File: config.mk
export PLATFORM = sky130hd
export DESIGN_NAME = fetch_unit
export DESIGN_NICKNAME = d
export VERILOG_FILES = /design/src/rtl/fetch_unit.sv
export SDC_FILE = /design/constraint.sdc
export NUM_CORES = 1
export LEC_CHECK = 0
export BUFFER_PORTS_ARGS = -buffer_cell sky130_fd_sc_hd__buf_4
export CORE_MARGIN = 2
export CORE_UTILIZATION = 50
export CTS_CLUSTER_DIAMETER = 50
export DETAILED_ROUTE_END_ITERATION = 6
export PLACE_DENSITY_LB_ADDON = 0.3
export RECOVER_POWER = 25
export SYNTH_ARGS = -nofsm -noshare
export SYNTH_HDL_FRONTEND = slang
export SYNTH_SLANG_ARGS = --single-unit
File: constraint.sdc
create_clock -name clk -period 3.55 [get_ports clk]
set_input_delay 0.355 -clock clk [delete_from_list [all_inputs] [get_ports clk]]
set_output_delay 0.355 -clock clk [all_outputs]
set_load 0.1 [all_outputs]
File: src/rtl/fetch_unit.sv
// Instruction-fetch stage: owns PC and IR, runs a req/ready handshake to
// instruction memory, and applies beq/j redirects while the core is in ID.
module fetch_unit #(
    parameter logic [31:0] RESET_PC    = 32'h0000_0000,
    parameter int          TIMEOUT_CYC = 16,
    parameter logic [2:0]  ST_IF       = 3'd0,
    parameter logic [2:0]  ST_ID       = 3'd1
) (
    input  logic        clk,
    input  logic        rst,
    input  logic [2:0]  state,
    input  logic        branch_flag,
    input  logic        jump_flag,
    input  logic        zero,
    output logic        imem_req,
    output logic [31:0] imem_addr,
    input  logic [31:0] imem_rdata,
    input  logic        imem_ready,
    output logic [31:0] pc,
    output logic [31:0] ir,
    output logic        fetch_done,
    output logic        fetch_err
);

    localparam int          CNT_W    = (TIMEOUT_CYC < 2) ? 1 : $clog2(TIMEOUT_CYC + 1);
    localparam logic [CNT_W-1:0] CNT_LAST = CNT_W'(TIMEOUT_CYC - 1);
    localparam logic [31:0] PC_INIT  = {RESET_PC[31:2], 2'b00};

    typedef enum logic [1:0] {
        F_IDLE = 2'd0,
        F_WAIT = 2'd1,
        F_DONE = 2'd2,
        F_ERR  = 2'd3
    } fstate_t;

    fstate_t          fsm_reg, fsm_next;
    logic [CNT_W-1:0] cnt_reg, cnt_next;
    logic [31:0]      pc_reg, pc_next;
    logic [31:0]      ir_reg, ir_next;
    logic [31:0]      addr_reg, addr_next;
    logic             req_reg, req_next;
    logic             done_reg, done_next;
    logic             err_reg, err_next;

    logic             launch;
    logic             in_id;
    logic [31:0]      jump_target;
    logic [31:0]      branch_target;

    assign launch        = (fsm_reg == F_IDLE) && (state == ST_IF) && !err_reg;
    // Redirects only apply once the fetch has settled; F_ERR freezes the PC.
    assign in_id         = (state == ST_ID) && ((fsm_reg == F_IDLE) || (fsm_reg == F_DONE));
    assign jump_target   = {pc_reg[31:28], ir_reg[25:0], 2'b00};
    assign branch_target = pc_reg + {{14{ir_reg[15]}}, ir_reg[15:0], 2'b00};

    // State register
    always_ff @(posedge clk or posedge rst) begin
        if (rst) begin
            fsm_reg <= F_IDLE;
        end else begin
            fsm_reg <= fsm_next;
        end
    end

    // Next-state logic
    always_comb begin
        fsm_next = fsm_reg;
        case (fsm_reg)
            F_IDLE: begin
                if (launch) begin
                    fsm_next = F_WAIT;
                end
            end
            F_WAIT: begin
                if (imem_ready) begin
                    fsm_next = F_DONE;
                end else if (cnt_reg == CNT_LAST) begin
                    fsm_next = F_ERR;
                end
            end
            F_DONE: begin
                if (state != ST_IF) begin
                    fsm_next = F_IDLE;
                end
            end
            default: fsm_next = F_ERR;
        endcase
    end

    // Output / datapath next values
    always_comb begin
        cnt_next  = cnt_reg;
        pc_next   = pc_reg;
        ir_next   = ir_reg;
        addr_next = addr_reg;
        req_next  = req_reg;
        done_next = 1'b0;
        err_next  = err_reg;
        case (fsm_reg)
            F_IDLE: begin
                if (launch) begin
                    req_next  = 1'b1;
                    addr_next = pc_reg;
                    cnt_next  = '0;
                end
            end
            F_WAIT: begin
                if (imem_ready) begin
                    ir_next   = imem_rdata;
                    pc_next   = pc_reg + 32'd4;
                    req_next  = 1'b0;
                    done_next = 1'b1;
                end else if (cnt_reg == CNT_LAST) begin
                    req_next = 1'b0;
                    err_next = 1'b1;
                end else begin
                    cnt_next = cnt_reg + CNT_W'(1);
                end
            end
            default: ;
        endcase
        if (in_id) begin
            if (jump_flag) begin
                pc_next = jump_target;
            end else if (branch_flag && zero) begin
                pc_next = branch_target;
            end
        end
    end

    always_ff @(posedge clk or posedge rst) begin
        if (rst) begin
            cnt_reg  <= '0;
            pc_reg   <= PC_INIT;
            ir_reg   <= 32'h0;
            addr_reg <= 32'h0;
            req_reg  <= 1'b0;
            done_reg <= 1'b0;
            err_reg  <= 1'b0;
        end else begin
            cnt_reg  <= cnt_next;
            pc_reg   <= pc_next;
            ir_reg   <= ir_next;
            addr_reg <= addr_next;
            req_reg  <= req_next;
            done_reg <= done_next;
            err_reg  <= err_next;
        end
    end

    assign imem_req   = req_reg;
    assign imem_addr  = addr_reg;
    assign pc         = pc_reg;
    assign ir         = ir_reg;
    assign fetch_done = done_reg;
    assign fetch_err  = err_reg;

endmodule
* After elaboration in Yosys (flattened, before gate mapping) *
Index checks and enable logic that the tools add are counted.

operators by class
  divide/modulo/power cells = 0
  multiply operators = 0
  $lt $le $gt $ge = 0
  equal/unequal tests = 10
  shifts and indexed selects = 0
  bitwise logic cells = 1
  reductions and logical operators = 16
  multiplexer cells = 20
  $add $sub $neg = 3

operators by type and width
  operator                                             number
  2-to-1 mux 32 bit                                    5
  adder 32 x 3 -> 32 bit, second input constant        1
  adder 32 bit                                         1
  2-to-1 mux 5 bit                                     3
  one-hot mux 5 bit (2 select lines)                   1
  AND reduction 3 bit                                  3
  2-to-1 mux 2 bit                                     4
  != test 2 bit, second input constant                 4
  one-hot mux 2 bit (3 select lines)                   1
  adder 5 x 1 -> 5 bit, second input constant          1
  equality test 5 x 4 -> 1 bit, second input constant  1
  2-to-1 mux 1 bit                                     5
  logical AND 1 bit                                    4
  AND reduction 2 bit                                  2
  AND reduction 4 bit                                  1
  equality test 3 x 1 -> 1 bit, second input constant  1
  logical NOT 3 bit                                    1
  != test 3 bit, second input constant                 1
  nonzero test 3 bit                                   1
  equality test 2 x 1 -> 1 bit, second input constant  1
  equality test 2 bit, second input constant           1
  logical NOT 2 bit                                    1
  != test 2 x 1 -> 1 bit, second input constant        1
  one-hot mux 1 bit (2 select lines)                   1
  4 further kinds                                      4

storage, ports and cells
  bits in read-only memories = 0
  word-level logic and storage cells = 59
  flip-flop bits (word level) = 106
  memories = 0
  latch bits = 0
  memory bits (writable) = 0

* Depth between registers and ports, before layout *
  depth in word-level cells = 6
  gate-level depth with buffers = 10

* Least setup slack after synthesis *
Ideal clock, no wire load.

  kind = reg-to-reg
  from = register pc_reg[2], in the netlist pc[2]
  to = register pc_reg[18], in the netlist pc[18]
  data required time = 3.409 ns
  slack = 0.403 ns
  library setup time = 0.141 ns
  stages on the path, launching flop included = 11
  arrival time = 3.006 ns
  cells stage by stage = dfrtp_1 -> ha_1 -> fa_1 -> a211oi_1 -> o211ai_1 -> and3_1 -> or2_1 -> a21o_1 -> a21oi_2 -> xor2_1 -> o221ai_1

between the ends
  longest elaborated chain between the ends = 6
  elaborated cells on any way between the ends = 7
  those cells by class = add/sub (2); mux (5)

RTL lines
  element                 RTL line  source
  start, declared         38        logic [31:0] pc_reg, pc_next;
  start signal, assigned  142       pc_reg <= pc_next;
  adder 32 x 3 -> 32 bit  110       pc_next = pc_reg + 32'd4;
  2-to-1 mux 32 bit       108       if (imem_ready) begin
  2-to-1 mux 32 bit       99        case (fsm_reg)
  2-to-1 mux 32 bit       125       end else if (branch_flag && zero) begin
  2-to-1 mux 32 bit       123       if (jump_flag) begin
  2-to-1 mux 32 bit *     122       if (in_id) begin
  via pc_next[18]         38

The timed path passes the listed nets; every way through them passes the cells marked *. The select of a mux whose other input is x is not followed.
A chain may end at the register's enable or synchronous reset.

* Final worst setup path *
Same ends and word-level chain as after synthesis.

==> run_results.csv <==
group,metric,value,unit
grt,grt_pass1_vias,5247,
logic_synthesis,synth.avg_cell_area,9.45,sq um
floorplan,placeableCoreArea,12100,sq um
cells_and_area,fillerInstances,999,
place,hpwl,12600,microns
grt,grt_usage,25.9,%
place,io_buffer_count,135,
detailed_routing,via_per_inst,5.83,
place,gp_congestion,0.926,
cells_and_area,design_area,7670,sq um
critical_path,critical_path_class,"reg2reg",
detailed_routing,ant_nets,0,
cts,cts_setup_buffers,0,
grt,grt.busiest_layer,"met2",
sta,rsz0062_at_grt,"false",
critical_path,critical_path.startpoint,"pc[2]$_DFF_PP0_",
detailed_routing,wire_per_inst,18.0,microns
floorplan,ioPinCount,140,
sta,fin_skew,0.00717,ns
cts,cts_root_buf,"clkbuf_16",
sta,final_max_slew_viol_count,0,
floorplan,start_util,51.5,%
sta,worst_pin_slew,0.958,ns
critical_path,critPathRequiredTime,3.74,ns
critical_path,worstRegToRegCells,10,
cells_and_area,fin_util,63.6,%
grt,grt_max_degree,78,
grt,grt_overflow,0,
floorplan,rows,40,
detailed_routing,drt_iter0_drc,549,
detailed_routing,routed_wl,17200,microns
worst_hold_path,hp-class,"in2async",
detailed_routing,drtPass1Iterations,5,
cells_and_area,largest_reg_flops,32,
sta,fmax,0.340,GHz
grt,grt_use_met1,38.2,%
cells_and_area,multi_input_area,3480,sq um
place,pre_cts_slack,0.653,ns
grt,grt_first_pass_wirelength,26900,microns
cts,cts_buffer_depth,2,
critical_path,rr_endpoint,"pc[18]$_DFF_PP0_",
cts,cts.repair.resized,0,
logic_synthesis,async_reset_ff_share,100,%
floorplan,die_w,115,microns
cts,cts_buffers,9,
detailed_routing,drc,0,
critical_path,crit_arrival,3.13,ns
logic_synthesis,ys_types,67,
critical_path,crit-reg2reg-launch,"pc[2]$_DFF_PP0_",
logic_synthesis,synth_area,6210,sq um
grt,antenna_found_initial,0,
cts,cts_tree,"built",
cts,clk_pin_slew,0.07,ns
critical_path,crit_end,"pc[18]$_DFF_PP0_",
sta,setup_viol,0,
flow_run,max-cap-violations,0,
cts,cts_htree_levels,3,
sta,slew_headroom,36.1,%
cells_and_area,final_cell_mix,"buf_4, nand2_1, dfrtp_1",
critical_path,r2r_setup_slack,0.61,ns
sta,tns,0,ns
logic_synthesis,synth_edf_count,0,
detailed_routing,vias,5579,
cells_and_area,nets,858,
cells_and_area,syn_to_final_growth,23.6,%
grt,use_met3,4.24,%
sta,finalCritPeriodShare,82.9,%
cells_and_area,regArea,2550,sq um
cts,cts_hold_buf,0,
sta,setup_ws,0.608,ns
logic_synthesis,synthFlopType,"dfrtp_1",
critical_path,cp-end-kind,"register",
logic_synthesis,synth-seq-area-share,41.1,%
floorplan,die-area,13300,sq um
logic_synthesis,yosysWarnings,0,
logic_synthesis,ys_ff_latch,102,
sta,layout_min_cycle_time,2.94,ns
logic_synthesis,syn_inst,657,
outcome,status,"finished, final reports clean",
critical_path,cp_max_fo,6,
cells_and_area,drive_above_1_share,28.0,%
critical_path,start_kind,"register",
place,placed_area,7360,sq um
cells_and_area,antenna_cells,0,
sta,finalHoldViolCount,0,
cells_and_area,final_common_cell,"buf_4",
cts,clkLatencyLatePin,0.35,ns
grt,groute.layer.met2.usage,39.9,%
floorplan,die_h,115,microns
cts,clkSinkCount,102,
-- metrics by stage --
step           cells  hold WS, ns
4_1_cts          957        0.228
3_5_place_dp     941        0.465
6_report         957        0.221
5_1_grt          957        0.233
3_3_place_gp     941        0.459
2_1_floorplan    660        0.447
-- layer usage --
metal / vias to the layer above / routed length (microns)
li1: 2612 / -
met3: 26 / 1310
met1: 2665 / 7870
met4: 0 / 259
met5: - / 0
met2: 276 / 7750
-- critical path, stage by stage (launching register included) --
cell,delay (ns)
dfrtp_1,0.46
ha_1,0.27
fa_1,0.43
a211oi_1,0.33
o211ai_1,0.16
and3_1,0.21
or2_1,0.28
a21o_1,0.20
a21oi_2,0.16
xor2_1,0.16
o221ai_1,0.12
-- worst min-delay path by stage --
stage,to,cells after the start,from
floorplan,cnt_reg[4]$_DFFE_PP0P_,2,cnt_reg[4]$_DFFE_PP0P_
global placement,imem_addr[26]$_DFFE_PP0P_,2,imem_addr[26]$_DFFE_PP0P_
detailed placement,imem_addr[28]$_DFFE_PP0P_,2,imem_addr[28]$_DFFE_PP0P_
CTS,ir[5]$_DFFE_PP0P_,2,imem_rdata[5]
global route,ir[8]$_DFFE_PP0P_,2,imem_rdata[8]
finish,imem_addr[15]$_DFFE_PP0P_,2,rst
-- logic make-up (layout without fill, tap and decap cells) --
| family | count (synthesis) | in the layout | share of synthesized area [%] |
|---|---|---|---|
| mux | 34 | 34 | 6.15 |
| xor+xnor | 57 | 57 | 8.04 |
| fa+ha+maj | 33 | 33 | 6.77 |
| buf+inv | 41 | 170 | 3.08 |
| compound gates | 145 | 145 | 16.6 |
| other cells | 1 | 4 | 0.0604 |
| simple gates | 244 | 244 | 18.2 |
| flops | 102 | 102 | 41.1 |
-- cell usage after synthesis (3+ instances only) --
master	count	area, sq um
a21o_1	6	45.0
a21oi_1	30	150
a221oi_1	3	26.3
a22oi_1	5	37.5
a31oi_1	5	31.3
and2_1	6	37.5
and3_1	10	62.6
and4_1	3	26.3
buf_2	12	60.1
buf_4	4	30.0
clkbuf_1	14	52.6
dfrtp_1	102	2550
ha_1	32	400
inv_1	10	37.5
mux2_2	33	372
nand2_1	137	514
nand3_1	16	80.1
nand4_1	12	75.1
nor2_1	29	109
nor2_2	3	18.8
nor3_1	11	55.1
o211ai_1	7	52.6
o21a_1	3	22.5
o21ai_0	28	140
o21ai_2	3	26.3
o21bai_1	3	22.5
o221ai_1	8	70.1
o22ai_1	14	87.6
o31ai_1	4	30.0
or4_1	3	22.5
xnor2_1	31	272
xor2_1	26	228
-- final cells by class --
cell class	instances	share of cell area (%)
tap	168	2.74
clock buffer	10	3.12
multi-input combinational	517	45.4
sequential	102	33.3
timing repair buffer	144	14.0
clock inverter	6	0.930
inverter	10	0.522
Power is not shown: default switching activity piles up to over one toggle a cycle in this logic, so the estimate is an artifact.
